### src/rtl/l2_cache_pkg.sv
// Shared L2 request definitions: PCI field widths, op codes and the packed request word.
// Used by the L2 arbiter mux and the request receiver, so both sides share one layout.
package l2_cache_pkg;

    localparam int STRAND_W  = 2;
    localparam int UNIT_W    = 2;
    localparam int OP_W      = 3;
    localparam int WAY_W     = 2;
    localparam int ADDR_W    = 26;
    localparam int DATA_W    = 512;
    localparam int MASK_W    = 64;
    localparam int PCI_REQ_W = STRAND_W + UNIT_W + OP_W + WAY_W + ADDR_W + DATA_W + MASK_W;

    localparam logic [OP_W-1:0] OP_LOAD        = 3'd0;
    localparam logic [OP_W-1:0] OP_STORE       = 3'd1;
    localparam logic [OP_W-1:0] OP_FLUSH       = 3'd2;
    localparam logic [OP_W-1:0] OP_INVALIDATE  = 3'd3;
    localparam logic [OP_W-1:0] OP_IINVALIDATE = 3'd4;
    localparam logic [OP_W-1:0] OP_LOAD_SYNC   = 3'd5;
    localparam logic [OP_W-1:0] OP_STORE_SYNC  = 3'd6;

    typedef struct packed {
        logic [STRAND_W-1:0] strand;
        logic [UNIT_W-1:0]   unit;
        logic [OP_W-1:0]     op;
        logic [WAY_W-1:0]    way;
        logic [ADDR_W-1:0]   address;
        logic [DATA_W-1:0]   data;
        logic [MASK_W-1:0]   mask;
    } l2_req_t;

endpackage

### src/rtl/l2_sync_fifo.sv
// Synchronous FIFO with registered count; head is read straight from storage (no bypass).
// Push and pop must be pre-qualified by the caller against full/empty.
module l2_sync_fifo #(
    parameter int WIDTH = 8,
    parameter int DEPTH = 4
) (
    input  logic                     clk,
    input  logic                     reset_n,
    input  logic                     push,
    input  logic [WIDTH-1:0]         push_data,
    input  logic                     pop,
    output logic [WIDTH-1:0]         head_data,
    output logic [$clog2(DEPTH):0]   count
);

    localparam int PTR_W = (DEPTH > 1) ? $clog2(DEPTH) : 1;

    logic [WIDTH-1:0] mem [DEPTH];
    logic [PTR_W-1:0] wr_ptr;
    logic [PTR_W-1:0] rd_ptr;

    // Entry contents carry no reset so the wide array stays plain flops/RAM.
    always_ff @(posedge clk) begin
        if (push) begin
            mem[wr_ptr] <= push_data;
        end
    end

    always_ff @(posedge clk or negedge reset_n) begin
        if (!reset_n) begin
            wr_ptr <= '0;
            rd_ptr <= '0;
            count  <= '0;
        end else begin
            if (push) begin
                wr_ptr <= wr_ptr + 1'b1;
            end
            if (pop) begin
                rd_ptr <= rd_ptr + 1'b1;
            end
            case ({push, pop})
                2'b10:   count <= count + 1'b1;
                2'b01:   count <= count - 1'b1;
                default: count <= count;
            endcase
        end
    end

    assign head_data = mem[rd_ptr];

endmodule

### src/rtl/l2_request_receiver.sv
// Captures PCI requests into a FIFO with a one-cycle registered ack; head is visible one cycle after accept.
// Full FIFO withholds ack until a slot frees; optional L2_RQ_STATS_EN adds accept/full-stall counters.
module l2_request_receiver
    import l2_cache_pkg::*;
#(
    parameter int DEPTH       = 4,
    parameter int AFULL_LEVEL = DEPTH - 1
) (
    input  logic                     clk,
    input  logic                     reset_n,
    input  logic                     pci_valid_i,
    output logic                     pci_ack_o,
    input  logic [STRAND_W-1:0]      pci_strand_i,
    input  logic [UNIT_W-1:0]        pci_unit_i,
    input  logic [OP_W-1:0]          pci_op_i,
    input  logic [WAY_W-1:0]         pci_way_i,
    input  logic [ADDR_W-1:0]        pci_address_i,
    input  logic [DATA_W-1:0]        pci_data_i,
    input  logic [MASK_W-1:0]        pci_mask_i,
    output logic                     rq_valid_o,
    input  logic                     rq_ready_i,
    output logic [STRAND_W-1:0]      rq_strand_o,
    output logic [UNIT_W-1:0]        rq_unit_o,
    output logic [OP_W-1:0]          rq_op_o,
    output logic [WAY_W-1:0]         rq_way_o,
    output logic [ADDR_W-1:0]        rq_address_o,
    output logic [DATA_W-1:0]        rq_data_o,
    output logic [MASK_W-1:0]        rq_mask_o,
    output logic [$clog2(DEPTH):0]   rq_count_o,
    output logic                     rq_almost_full_o
`ifdef L2_RQ_STATS_EN
    ,
    output logic [31:0]              stat_accepted_o,
    output logic [31:0]              stat_full_stall_o
`endif
);

    localparam int CNT_W = $clog2(DEPTH) + 1;
    localparam logic [CNT_W-1:0] DEPTH_CNT = CNT_W'(DEPTH);
    localparam logic [CNT_W-1:0] AFULL_CNT = CNT_W'(AFULL_LEVEL);

    l2_req_t req_in;
    l2_req_t req_head;
    logic    accept;
    logic    pop;

    assign req_in = '{
        strand:  pci_strand_i,
        unit:    pci_unit_i,
        op:      pci_op_i,
        way:     pci_way_i,
        address: pci_address_i,
        data:    pci_data_i,
        mask:    pci_mask_i
    };

    // The ack guard blocks a second capture if valid lingers high during the ack cycle.
    assign accept = pci_valid_i && !pci_ack_o && (rq_count_o < DEPTH_CNT);
    assign pop    = rq_valid_o && rq_ready_i;

    always_ff @(posedge clk or negedge reset_n) begin
        if (!reset_n) begin
            pci_ack_o <= 1'b0;
        end else begin
            pci_ack_o <= accept;
        end
    end

    l2_sync_fifo #(
        .WIDTH (PCI_REQ_W),
        .DEPTH (DEPTH)
    ) u_fifo (
        .clk       (clk),
        .reset_n   (reset_n),
        .push      (accept),
        .push_data (req_in),
        .pop       (pop),
        .head_data (req_head),
        .count     (rq_count_o)
    );

    assign rq_valid_o       = (rq_count_o != '0);
    assign rq_almost_full_o = (rq_count_o >= AFULL_CNT);

    assign rq_strand_o  = req_head.strand;
    assign rq_unit_o    = req_head.unit;
    assign rq_op_o      = req_head.op;
    assign rq_way_o     = req_head.way;
    assign rq_address_o = req_head.address;
    assign rq_data_o    = req_head.data;
    assign rq_mask_o    = req_head.mask;

`ifdef L2_RQ_STATS_EN
    logic full_stall;

    assign full_stall = pci_valid_i && !pci_ack_o && (rq_count_o == DEPTH_CNT);

    always_ff @(posedge clk or negedge reset_n) begin
        if (!reset_n) begin
            stat_accepted_o   <= '0;
            stat_full_stall_o <= '0;
        end else begin
            if (accept) begin
                stat_accepted_o <= stat_accepted_o + 32'd1;
            end
            if (full_stall) begin
                stat_full_stall_o <= stat_full_stall_o + 32'd1;
            end
        end
    end
`endif

endmodule

### config.mk
export PLATFORM = sky130hd
export DESIGN_NAME = l2_request_receiver
export DESIGN_NICKNAME = d
export VERILOG_FILES = /design/src/rtl/l2_cache_pkg.sv /design/src/rtl/l2_sync_fifo.sv /design/src/rtl/l2_request_receiver.sv
export SDC_FILE = /design/constraint.sdc
export NUM_CORES = 2
export LEC_CHECK = 0
export ABC_CLOCK_PERIOD_IN_PS = 14200
export BUFFER_PORTS_ARGS = -buffer_cell sky130_fd_sc_hd__buf_2
export CELL_PAD_IN_SITES_DETAIL_PLACEMENT = 1
export CELL_PAD_IN_SITES_GLOBAL_PLACEMENT = 2
export CORE_AREA = 2 2 483 485
export DETAILED_ROUTE_END_ITERATION = 16
export DIE_AREA = 0 0 485 487
export GPL_TIMING_DRIVEN = 1
export PLACE_DENSITY_LB_ADDON = 0.1
export SLEW_MARGIN = 20
export SYNTH_ARGS = -nofsm -noshare
export SYNTH_HDL_FRONTEND = slang
export SYNTH_SLANG_ARGS = --single-unit
### constraint.sdc
create_clock -name clk -period 14.2 [get_ports clk]
set_input_delay 0.71 -clock clk [delete_from_list [all_inputs] [get_ports clk]]
set_output_delay 0.71 -clock clk [all_outputs]
set_load 0.01 [all_outputs]
==> reports/qor.csv <==
stage,metric,value,unit
synthesis,synth_cell_types,22,
sta,final_hold_viol_count,0,
drt,ant_nets,0,
critical_path,crit_path_cell_trace,buf_12 -> buf_12 -> buf_4 -> mux4_2 -> buf_2,
die,boundaryPins,1232,
placement,hpwl,164000,µm
critical_path,r2r_cells,5,
power,power_frac_clock,30.0,%
die,dieHeight,487,µm
hold_path,hold_path_depth,1,
sta,whs,0.0766,ns
hold_path,holdCritPathClass,in2reg,
global_route,grt_antenna_before_repair,151,
clock_network,cts_buffers,283,
power,ir_worst_vdd,0.000179,V
drt,drt-total-wl,249000,µm
sta,tns,0,ns
global_route,grtUsageTotal,20.9,%
synthesis,synth_top_family_by_area,multiplexers,
clock_network,htreeDepth,5,
clock_network,cts_tree,done,
drt,remaining_drc_errors,0,
synthesis,ys_seq_elements,2452,
critical_path,worstSetupEndpointType,output pin,
sta,finClkSkew,0.0747,ns
synthesis,synth-simple-area-share,0.0621,%
synthesis,avgSynthCellArea,27.5,µm²
critical_path,worst-path-stages,5,
drt,via_per_inst,5.06,
global_route,grt_max_degree,136,
sta,max_freq,171,MHz
drt,dr.first_iter.drc_count,2934,
power,p_leak,37.6,nW
critical_path,crit_arrival,5.15,ns
synthesis,synthAdderAreaFrac,0.0931,%
critical_path,slowest_stage,dfrtp_4,
sta,setup_viol,0,
cells_and_area,drive_gt1_share,41.9,%
critical_path,crit_buf_inv,4,
critical_path,critPathMaxStageDelay,0.94,ns
cells_and_area,areaGrowthSynthToFinish,26.1,%
sta,period_needed,5.86,ns
synthesis,ys_top_cells_by_area,"edfxtp_1 (83%), mux4_2 (16%), buf_6 (0.81%)",
critical_path,path_common_cell,buf_12,
power,p_sw_share,30.4,%
outcome,status,"complete, no violations",
power,p_int,15.5,mW
placement,place_congestion,0.777,
cells_and_area,finalCoreUtilization,48.3,%
critical_path,critPathRequiredTime,13.49,ns
power,p_sw,6.79,mW
placement,io_buffers,1231,
critical_path,cp_top_family,buffers and inverters,
sta,rsz0062_at_grt,no,
synthesis,synth-xor-area-share,0.0593,%
die,die_w,485,µm
die,initial_core_util,38.3,%
die,rows,177,
flow_run,drv_cap,0,
cells_and_area,mostFrequentLayoutCells,"edfxtp_1 (2444), buf_2 (1231), mux4_2 (611)",
cells_and_area,fin_nets,5792,
drt,first_pass_iters,5,
synthesis,yosys-mux-area-fraction,15.5,%
sta,slew_viol_final,0,
synthesis,synth_seq_area_share,83.0,%
synthesis,synthCells,3230,
clock_network,clock_path_buffers,4,
sta,finalCritPeriodShare,41.2,%
clock_network,clkTransAtPathRegs,0.06,ns
synthesis,yosysTopAreaCell,edfxtp_1,
power,seq_power_share,41.1,%
clock_network,cts_root_buffer,clkbuf_16,
synthesis,postSynthNetCount,3851,
global_route,overflow,0,
synthesis,synth_top_area_share,82.8,%
clock_network,clock_latency,0.91,ns
drt,wire_per_inst,29.4,µm
sta,tightest_slew,1.17,ns
die,die_area,236000,µm²
synthesis,synthesis.area,88700,µm²
critical_path,worstSetupPathType,reg2out,
die,fp.coreArea,231000,µm²
critical_path,crit_fanout,89,
cells_and_area,final_common_cell,edfxtp_1,
synthesis,yosysWarnings,0,
power,combPwrFrac,28.9,%
power,cellPowerDensity,200,nW/µm²
drt,vias,42808,
sta,slew_headroom,21.7,%
global_route,grt_pass1_vias,46368,
global_route,grt_pass1_wl,353000,µm
critical_path,cp-start-kind,flip-flop,
synthesis,synth_compound_area_share,0.0240,%
clock_network,post_cts_buffers,0,
clock_network,cts_sinks,2452,
==> power groups by stage <==
stage          Clock (mW)  Sequential, mW  Combinational (mW)
6_report             6.70            9.17                6.44
5_1_grt              7.13            9.24                6.86
4_1_cts              6.89            9.18                6.64
3_5_place_dp            0            9.33                6.49
3_3_place_gp            0            9.30                6.49
2_1_floorplan           0            9.71                3.79
==> metrics by stage <==
step | worst slack, ns | cell area [µm²] | instances | total power, mW
3_5_place_dp | 8.94 | 98100 | 7421 | 15.8
2_1_floorplan | -1.72 | 88700 | 3230 | 13.5
3_3_place_gp | 8.99 | 98100 | 7421 | 15.8
5_1_grt | 7.80 | 112000 | 8436 | 23.2
4_1_cts | 8.03 | 112000 | 8399 | 22.7
6_report | 8.34 | 112000 | 8468 | 22.3
==> cell usage after synthesis, drive strengths merged <==
| cell | n |
|---|---|
| fa | 1 |
| clkbuf | 6 |
| mux2i | 1 |
| buf | 130 |
| dfrtp | 8 |
| nor2 | 1 |
| ha | 5 |
| or3 | 1 |
| inv | 6 |
| and2 | 4 |
| o21ai | 1 |
| nor3b | 1 |
| a21o | 1 |
| xnor2 | 3 |
| xor2 | 3 |
| o31a | 1 |
| edfxtp | 2444 |
| mux4 | 611 |
| nand2 | 2 |
==> timing repair <==
item | 4_1_cts | 5_1_grt
hold endpoints to repair | 1924 | 0
endpoints found under the setup margin | 0 | 0
gates resized for setup | 0 | 0
hold buffers | 508 | 0
==> state kept, by name, indices dropped and copies added, names as in the netlist <==
signal,cells
u_fifo.count,3
u_fifo.mem,2444
pci_ack_o,1
u_fifo.wr_ptr,2
u_fifo.rd_ptr,2
==> layer usage <==
layer	GRT usage [%]	routed length [µm]
met1	25.0	93600
met2	34.2	122000
met3	8.67	24200
met4	7.18	8790
met5	0	424
==> worst paths after layout <==
check | from | end | slack [ns]
max in group asynchronous | reset_n | u_fifo.rd_ptr[1]$_DFFE_PN0P_ | 13.67
setup / recovery | u_fifo.rd_ptr[0]$_DFFE_PN0P_ | rq_data_o[29] | 8.34
min in group asynchronous | reset_n | pci_ack_o$_DFF_PN0_ | 0.29
hold reg to reg | pci_ack_o$_DFF_PN0_ | pci_ack_o$_DFF_PN0_ | 0.53
setup reg to reg | u_fifo.count[2]$_DFFE_PN0P_ | u_fifo.mem[3][233]$_DFFE_PP_ | 9.47
hold / removal | pci_data_i[462] | u_fifo.mem[3][526]$_DFFE_PP_ | 0.08
==> cell type report <==
type / instances / area, µm²
Timing Repair Buffer: 1792 / 11800
Tap cell: 3043 / 3810
Multi-Input combinational cell: 636 / 14000
Clock inverter: 113 / 895
Sequential cell: 2452 / 73600
Inverter: 6 / 22.5
Clock buffer: 357 / 7490
Fill cell: 20762 / 120000
Antenna cell: 69 / 173
==> logic make-up (layout without fill, tap and decap cells) <==
family / count (synthesis) / in the layout
flip-flops: 2452 / 2452
multiplexers: 612 / 612
buffers and inverters: 142 / 2268
AND/OR/NAND/NOR: 9 / 9
adder cells (fa/ha/maj): 6 / 6
XOR/XNOR: 6 / 6
AO/OA/AOI/OAI: 3 / 3
other: 0 / 69
(Power assumes the default switching activity.)
